[src/rtl/vpe_pkg.sv]
// Shared VPE types and sizes: op descriptor, issue FSM states, lane latency, RF index width.
package vpe_pkg;
  localparam int IDX_W        = 5;
  localparam int LANE_LAT     = 5;
  localparam int MAX_INFLIGHT = 8;
  localparam int CNT_W        = 16;

  typedef struct packed {
    logic             simd;
    logic             vadd;
    logic             relu;
    logic [IDX_W-1:0] dst;
    logic [IDX_W-1:0] src;
    logic             src_v;
    logic [1:0]       mux;
  } op_t;

  typedef enum logic [1:0] {ST_IDLE, ST_RUN, ST_DRAIN, ST_DONE} state_t;

  // An op with neither lane nor adder work has nothing to issue.
  function automatic logic op_legal(input op_t op);
    return op.simd | op.vadd;
  endfunction
endpackage

[src/rtl/simd_scoreboard.sv]
// One pending-write bit per RF entry; set on issue, cleared by write-back, set wins on a tie.
module simd_scoreboard #(
  parameter int IDX_W = 5
) (
  input  logic             clk,
  input  logic             rst,
  input  logic             set_en,
  input  logic [IDX_W-1:0] set_idx,
  input  logic             clr_en,
  input  logic [IDX_W-1:0] clr_idx,
  input  logic [IDX_W-1:0] src_idx,
  input  logic [IDX_W-1:0] dst_idx,
  output logic             src_busy,
  output logic             dst_busy
);
  logic [2**IDX_W-1:0] sb;

  always_ff @(posedge clk or posedge rst) begin
    if (rst) begin
      sb <= '0;
    end else begin
      if (clr_en) sb[clr_idx] <= 1'b0;
      if (set_en) sb[set_idx] <= 1'b1;
    end
  end

  assign src_busy = sb[src_idx];
  assign dst_busy = sb[dst_idx];
endmodule

[src/rtl/simd_issue_ctrl.sv]
// Issue sequencer for the 4-lane SIMD unit: hazard/collision gating, slot drive, batch FSM.
module simd_issue_ctrl
  import vpe_pkg::*;
#(
  parameter int LANE_LAT     = vpe_pkg::LANE_LAT,
  parameter int MAX_INFLIGHT = vpe_pkg::MAX_INFLIGHT,
  parameter int CNT_W        = vpe_pkg::CNT_W
) (
  input  logic             clk,
  input  logic             rst,
  input  logic             cfg_start,
  input  logic [CNT_W-1:0] cfg_num_ops,
  input  logic             op_valid,
  output logic             op_ready,
  input  logic             op_simd,
  input  logic             op_vadd,
  input  logic             op_relu,
  input  logic [IDX_W-1:0] op_dst,
  input  logic [IDX_W-1:0] op_src,
  input  logic             op_src_v,
  input  logic [1:0]       op_mux,
  output logic             s_en_simd,
  output logic             s_en_vadd,
  output logic             s_en_relu,
  output logic [IDX_W-1:0] s_rf_idx,
  output logic [1:0]       s_rf_mux,
  input  logic             wb_v,
  input  logic [IDX_W-1:0] wb_idx,
  output logic             busy,
  output logic             done,
  output logic             err
);
  localparam int IF_W = $clog2(MAX_INFLIGHT + 1);
  localparam logic [IF_W-1:0] MAX_IF = IF_W'(MAX_INFLIGHT);

  state_t             state;
  op_t                op;
  logic [CNT_W-1:0]   num, issued;
  logic [IF_W-1:0]    inflight;
  logic [LANE_LAT-1:0] hist;
  logic               sb_src, sb_dst, hazard, accept, issue, wb_ok, underflow;

  assign op = '{simd: op_simd, vadd: op_vadd, relu: op_relu, dst: op_dst,
                src: op_src, src_v: op_src_v, mux: op_mux};

  simd_scoreboard #(.IDX_W(IDX_W)) u_sb (
    .clk(clk), .rst(rst),
    .set_en(issue), .set_idx(op.dst),
    .clr_en(wb_v), .clr_idx(wb_idx),
    .src_idx(op.src), .dst_idx(op.dst),
    .src_busy(sb_src), .dst_busy(sb_dst)
  );

  // hist[k] is the lane op holding the slot k cycles back; a bypass taking the next
  // slot lands on the same result cycle as the lane op LANE_LAT slots earlier.
  assign hazard = (op.src_v & sb_src) | sb_dst |
                  (op.vadd & ~op.simd & hist[LANE_LAT-1]);
  assign op_ready  = (state == ST_RUN) & (issued != num) & (inflight < MAX_IF) & ~hazard;
  assign accept    = op_valid & op_ready;
  assign issue     = accept & op_legal(op);
  assign wb_ok     = wb_v & (inflight != '0);
  // Stray write-backs while idle (e.g. after a mid-batch reset) are dropped silently.
  assign underflow = wb_v & (inflight == '0) & (state != ST_IDLE);

  always_ff @(posedge clk or posedge rst) begin
    if (rst) begin
      s_en_simd <= 1'b0;
      s_en_vadd <= 1'b0;
      s_en_relu <= 1'b0;
      s_rf_idx  <= '0;
      s_rf_mux  <= '0;
      hist      <= '0;
      inflight  <= '0;
    end else begin
      s_en_simd <= issue & op.simd;
      s_en_vadd <= issue & op.vadd;
      s_en_relu <= issue & op.relu;
      if (issue) begin
        s_rf_idx <= op.dst;
        s_rf_mux <= op.mux;
      end
      hist <= {hist[LANE_LAT-2:0], issue & op.simd};
      if (issue & ~wb_ok)      inflight <= inflight + IF_W'(1);
      else if (wb_ok & ~issue) inflight <= inflight - IF_W'(1);
    end
  end

  always_ff @(posedge clk or posedge rst) begin
    if (rst) begin
      state  <= ST_IDLE;
      num    <= '0;
      issued <= '0;
      busy   <= 1'b0;
      done   <= 1'b0;
      err    <= 1'b0;
    end else begin
      done <= 1'b0;
      if (underflow || (accept && !op_legal(op))) err <= 1'b1;
      if (accept) issued <= issued + CNT_W'(1);
      case (state)
        ST_IDLE: if (cfg_start) begin
          num    <= cfg_num_ops;
          issued <= '0;
          err    <= 1'b0;
          busy   <= 1'b1;
          state  <= ST_RUN;
        end
        ST_RUN: if (issued == num) begin
          // Empty batch has nothing to drain.
          state <= (num == '0) ? ST_DONE : ST_DRAIN;
          done  <= (num == '0);
        end
        ST_DRAIN: if (inflight == '0) begin
          state <= ST_DONE;
          done  <= 1'b1;
        end
        ST_DONE: begin
          state <= ST_IDLE;
          busy  <= 1'b0;
        end
        default: state <= ST_IDLE;
      endcase
    end
  end
endmodule

[config.mk]
export PLATFORM = sky130hd
export DESIGN_NAME = simd_issue_ctrl
export DESIGN_NICKNAME = d
export VERILOG_FILES = /design/src/rtl/vpe_pkg.sv /design/src/rtl/simd_scoreboard.sv /design/src/rtl/simd_issue_ctrl.sv
export SDC_FILE = /design/constraint.sdc
export NUM_CORES = 1
export LEC_CHECK = 0
export BUFFER_PORTS_ARGS = -buffer_cell sky130_fd_sc_hd__buf_2
export CORE_ASPECT_RATIO = 1.4
export CORE_MARGIN = 1
export CORE_UTILIZATION = 53
export DETAILED_ROUTE_END_ITERATION = 8
export GPL_ROUTABILITY_DRIVEN = 1
export PLACE_DENSITY = 0.85
export SYNTH_ARGS = -nofsm -noshare
export SYNTH_HDL_FRONTEND = slang
export SYNTH_SLANG_ARGS = --single-unit
[constraint.sdc]
create_clock -name clk -period 3.41 [get_ports clk]
set_input_delay 0.1705 -clock clk [delete_from_list [all_inputs] [get_ports clk]]
set_output_delay 0.1705 -clock clk [all_outputs]
set_load 0.03 [all_outputs]
# Word-level counts from Yosys, hierarchy flattened
# Cells that the tools add are included.
# Widths: inputs -> output; s select.
# op_classes
mux	28
n_mul	0
n_bitwise	26
n_eq_ne	8
reduce_logical	15
addsub	3
shifts	0
div_mod_pow	0
order_cmp	6
# op_table
op	n
$mux 32	2
$mux 16	3
$and 32x32->32	1
$not 32->32	1
$or 32x32->32	1
$lt 5x6->1 const B	3
$add 16x1->16 const B	1
$and 1x1->1	16
$eq 16x16->1	1
$logic_not 16->1	1
$ne 16x16->1	1
$mux 1	11
$bmux 1 s5	2
$demux 1 s5	2
$ge 5x1->1 const B	2
$mux 4	2
$pmux 2 s4	1
$mux 2	3
$reduce_bool 2->1	3
$add 4x1->4 const B	1
$eq 2x2->1 const B	2
$logic_not 4->1	1
$lt 4x4->1 const B	1
$ne 2x2->1 const B	2
other kinds (13)	22
# word_totals
latchBits	0
mem_count	0
inputBits	42
ramBits	0
mem_bits_ro	0
out_inout_bits	14
regBits	88

# Longest topological paths before layout
# logic_depth
word_depth	13
mapped_depth	18
mapped_depth_nobuf	16

# Cells and area by module
# A second synthesis with hierarchy kept.
# hier_totals
cells_unflattened	482
hier_area_um2	4642.0
# by_module_without_submodules
mod	area_each_um2	n_inst	cells_each
simd_issue_ctrl	2685.1	1	273
simd_scoreboard	1956.9	1	209

# Least setup slack after synthesis
# Ideal clock, no wire load.
# synth_path
path_type	input port to flip-flop
start	input op_src[0]
end	register inflight[3]
n_path_buf	3
arrival_time_ns	3.376
stages	18
setup_slack_ns	-0.091
t_required_ns	3.285
cell_sequence	buf_2 mux4_2 o22ai_1 a211oi_1 or4b_1 buf_2 nor2_8 o21ai_2 buf_2 inv_1 ha_1 inv_1 ha_1 a21o_1 a21oi_1 xnor2_1 nor2_1 xor2_1
# synth_between
elab_chain_cells	12
word_cells_on_any_way	14
classes_between	3 x mux; 10 x bitwise; 1 x reduce/logical
# synth_rtl
item	line_no	rtl
start: declaration	simd_issue_ctrl.sv:19	input logic [IDX_W-1:0] op_src,
$bmux 1 s5 (*)	simd_scoreboard.sv:27	assign src_busy = sb[src_idx];
$mux 1 (not written as such) (*)	simd_scoreboard.sv:27	
$and 1x1->1 (*)	simd_issue_ctrl.sv:56	assign hazard = (op.src_v & sb_src) | sb_dst |
$or 1x1->1 (*) (2 in a row)	simd_issue_ctrl.sv:56	
$not 1->1 (*)	simd_issue_ctrl.sv:58	assign op_ready = (state == ST_RUN) & (issued != num) & (inflight < MAX_IF) & ~hazard;
$and 1x1->1 (*)	simd_issue_ctrl.sv:58	
$and 1x1->1 (*)	simd_issue_ctrl.sv:59	assign accept = op_valid & op_ready;
$and 1x1->1 (*)	simd_issue_ctrl.sv:60	assign issue = accept & op_legal(op);
$not 1->1	simd_issue_ctrl.sv:84	else if (wb_ok & ~issue) inflight <= inflight - IF_W'(1);
$and 1x1->1	simd_issue_ctrl.sv:84	
$reduce_bool 2->1 (no line)	--	
end signal: assignment	simd_issue_ctrl.sv:83	if (issue & ~wb_ok) inflight <= inflight + IF_W'(1);
end signal: assignment	simd_issue_ctrl.sv:84	
end: declaration	simd_issue_ctrl.sv:39	logic [IF_W-1:0] inflight;
# Every way passes the cells marked *; elsewhere a longest branch is shown, timed or not. The select of a mux whose other input is x is not followed.
# A chain may end at the register's enable or synchronous reset.

# Worst setup path in the final report
# layout_path
start	register u_sb.sb[21]
end	register inflight[3]
# layout_between
elab_chain_cells	12
word_cells_on_any_way	16
classes_between	5 x mux; 10 x bitwise; 1 x reduce/logical
# layout_rtl
item	line_no	rtl
start: declaration	simd_scoreboard.sv:16	logic [2**IDX_W-1:0] sb;
start signal: assignment	simd_scoreboard.sv:20	sb <= '0;
start signal: indexed assignment	simd_scoreboard.sv:22	if (clr_en) sb[clr_idx] <= 1'b0;
start signal: indexed assignment	simd_scoreboard.sv:23	if (set_en) sb[set_idx] <= 1'b1;
$bmux 1 s5	simd_scoreboard.sv:27	
$mux 1 (not written as such)	simd_scoreboard.sv:27	
$and 1x1->1	simd_issue_ctrl.sv:56	
$or 1x1->1 (*) (2 in a row)	simd_issue_ctrl.sv:56	
$not 1->1 (*)	simd_issue_ctrl.sv:58	
$and 1x1->1 (*)	simd_issue_ctrl.sv:58	
$and 1x1->1 (*)	simd_issue_ctrl.sv:59	
$and 1x1->1 (*)	simd_issue_ctrl.sv:60	
$not 1->1	simd_issue_ctrl.sv:84	
$and 1x1->1	simd_issue_ctrl.sv:84	
$reduce_bool 2->1 (no line)	--	
# Marked as above.

==> metrics.md <==
| Metric | Value |
|---|---|
| CTS tree | yes |
| Vias/cell | approximately 6.2 |
| Total power draw | approximately 0.0037 W |
| Post-synth ARST share | 100% |
| Vias | slightly below 4000 |
| GP Congestion | between 0.9 and 1 |
| Residual DRC count | 0 |
| Max-capacitance violation count | 0 |
| Core Region | ~0.0086 mm^2 |
| Starting density of the core | between 50% and 60% |
| Fin. max-slew vios | 0 |
| Pin count of the biggest net entering global routing | between 60 and 70 |
| Worst-margin pin slew | about 1200 ps |
| Total nets after synthesis | between 500 and 600 |
| Cell area power density | between 600 and 700 mW/mm^2 |
| Synth top area share | approximately 47% |
| Clock Path Buffers | 2 |
| Area contributors post-synth | dfrtp_1 (47%), mux4_2 (5.8%), nand2_1 (5.3%), o31ai_1 (5.1%), o21ai_0 (3.9%) |
| Crit path DAT | roughly 3500 ps |
| Req. time, crit path | ~3600 ps |
| Die H | roughly 110 um |
| Syn Std Cell Area | 0.00467 mm^2 |
| CTS buffer count | 9 |
| Initial drt markers | 293 |
| Worst Hold Class | in -> reg |
| Tcrit/Tclk final | 96.8% |
| Status | complete, no violations |
| Antenna Violating Nets Remaining | 0 |
| Number of flops mapped to enable cells by yosys | 0 |
| CP cell instances | mux4_2 -> mux2i_2 -> a211oi_2 -> or4b_4 -> nor2_8 -> o21ai_4 -> inv_1 -> ha_2 -> inv_2 -> ha_1 -> a21o_1 -> a21oi_2 -> xnor2_1 -> nor2_1 -> xor2_1 |
| Total gr overflow | 0 |
| Worst Skew | between 5 and 6 ps |
| Detailed-route wire length per cell | 18.6 um |
| Syn avg cell area | a little over 10 um^2 |
| NumNets Final | 565 |
| Clk sink count | between 80 and 90 |
| Antenna violations before repair | 0 |
| Port Buf Inserts | 55 |
| CTS clk-pin slew, worst paths | about 60 ps |
| Total GRT Usage | between 20 and 30% |
| Count leader, synth | dfrtp_1 |
| Final hold vios | 0 |
| Register area share after synthesis | a little under half |
| Root buffer cell | clkbuf_16 |
| DRT Pass-1 Iters | 4 |
| CP max-delay cell | or4b_4 |
| Detailed Place HPWL | ~8000 um |
| Top cell type by total area after synthesis | dfrtp_1 |
| Post-synth top cells | dfrtp_1 (87), nand2_1 (66), o21ai_0 (36), o31ai_1 (32), nor2_1 (26) |
| Setup crit start kind | flop |
| Max_slew headroom | between 20% and 30% |
| Setup Crit Path Kind | reg -> reg |
| Htree depth | 3 |
| Clk Latency, worst-skew pair | around 340 ps |
| Ys flop type | dfrtp_1 |
| Vias in the first global route | 3961 |
| VDD IR max | between 0.4 and 0.5 mV |
| P&R area growth vs syn | 15.1% |
| Crit-path max FO | 3 |
| Critical Path Max Stage Delay | roughly 570 ps |
| Post-synthesis register bit count | between 80 and 90 |
| Global-route wire length before repair | between 15000 and 20000 um |
| Share of cells above drive strength 1 | around 22% |
| YS warnings | 0 |
| Die X | between 80 and 90 um |
| Fmax | 303 MHz |
| Count of cell types in the netlist | just under 50 |
| Hold Slack | 16.6 ps |
| Cells after Synth | 460 |
| Leak | roughly 2.5 nW |
| Post-route minimum period | 3300 ps |
| Setup Viol. Count Final | 0 |
| Worst setup EP type | flop |
| Die area | ~0.009 mm^2 |
| Antenna Cells | 0 |
| Row cnt | 40 |
| Final WL | 11600 um |
| Ports | 56 |
## layout make-up
class,count,area [um^2]
Clock inverter,4,20.0
Multi-Input combinational cell,331,2350
Fill cell,678,3180
Timing Repair Buffer,70,388
Sequential cell,87,2180
Inverter,15,57.6
Tap cell,105,131
Clock buffer,12,256
## critical path: cells and delay by family (launching register included)
kind            cells  cell delay [ps]
xor+xnor            2              290
flops               1              410
compound gates      4              460
simple gates        3              770
mux                 2              690
buf+inv             2              120
fa+ha+maj           2              450
## sequential cells by signal, indices dropped and copies added (netlist names)
register / count
hist: 5
s_rf_mux: 2
s_rf_idx: 5
s_en_relu: 1
issued: 16
err: 1
busy: 1
state: 2
u_sb.sb: 32
s_en_vadd: 1
done: 1
inflight: 4
num: 16
## placed cells by master, fill, tap and decap left out, types with 2 or more instances in the layout
cell type	count
a41o_1	2
o21ai_0	36
nand3b_1	8
buf_4	15
o31ai_1	32
clkbuf_16	9
inv_1	13
and3_1	2
xor2_1	17
nand2b_1	2
or3_1	3
mux2i_1	11
nor2_1	26
dfrtp_1	87
clkbuf_8	2
nand3_1	10
nand4_1	4
buf_2	55
or3b_2	6
nor2b_1	3
o22ai_1	6
and2_1	5
mux4_2	12
nand2_1	66
mux2_1	7
nor3_1	13
and4_1	3
ha_1	7
nor3b_1	2
clkinv_2	5
nor4_1	10
xnor2_1	16
## what timing repair did
item	CTS	global route
hold buffers	0	0
setup buffers	0	5
hold endpoints to repair	0	0
pin swaps	0	8
endpoints found under the setup margin	1	1
cloned	0	0
gates resized for setup	1	3
## routing by layer
layer | vias to the layer above | part of all wire [%] | global-route usage (%)
met4 | 0 | 3.3 | 16.2
met5 | - | 0 | 0
met1 | 1894 | 36 | 29.4
met2 | 158 | 54 | 48.7
li1 | 1760 | - | -
met3 | 39 | 6.0 | 5.65
## cell families (layout without fill, tap and decap cells)
logic type	count (synthesis)	count (layout)	synth area share [%]
AOI/OAI and AO/OA	90	90	12.6
xor gates and xnor gates	33	33	6.19
adders and majority gates	9	9	2.57
buffers and inverters	42	101	3.72
DFF	87	87	46.6
muxes	32	32	10.3
and+or+nand+nor	167	167	18.0
## through the flow
stage | setup slack [ps] | cell area [um^2] | std cells | utilization [%] | TNS, ps
after floorplan | 12.9 | 4710 | 460 | - | 0
after global placement | 93.4 | 5050 | 603 | 59.0 | 0
after detailed placement | -53.8 | 5050 | 603 | 59.0 | -53.8
after CTS | 2.14 | 5330 | 619 | 62.3 | 0
after global routing | -3.76 | 5380 | 624 | 62.8 | -3.76
final | 110 | 5380 | 624 | 62.8 | 0
## final timing paths
check | end | slack (ps) | cells after the start | from
max | inflight[3] | 110 | 15 | u_sb.sb[21]
min | num[2] | 20 | 3 | cfg_num_ops[2]
max reg2reg | inflight[3] | 110 | 15 | u_sb.sb[21]
min reg2reg | hist[2] | 350 | 0 | hist[1]
max in group asynchronous | s_rf_mux[1] | 2420 | 3 | rst
min in group asynchronous | u_sb.sb[18] | 90 | 2 | rst
## power by group
group          internal [W]  switching [W]  leakage (nW)
Clock              0.000528       0.000390         0.142
Sequential          0.00130       0.000242          1.15
Combinational      0.000492       0.000706          1.22
Total               0.00232        0.00134          2.51
(Power assumes the default switching activity.)
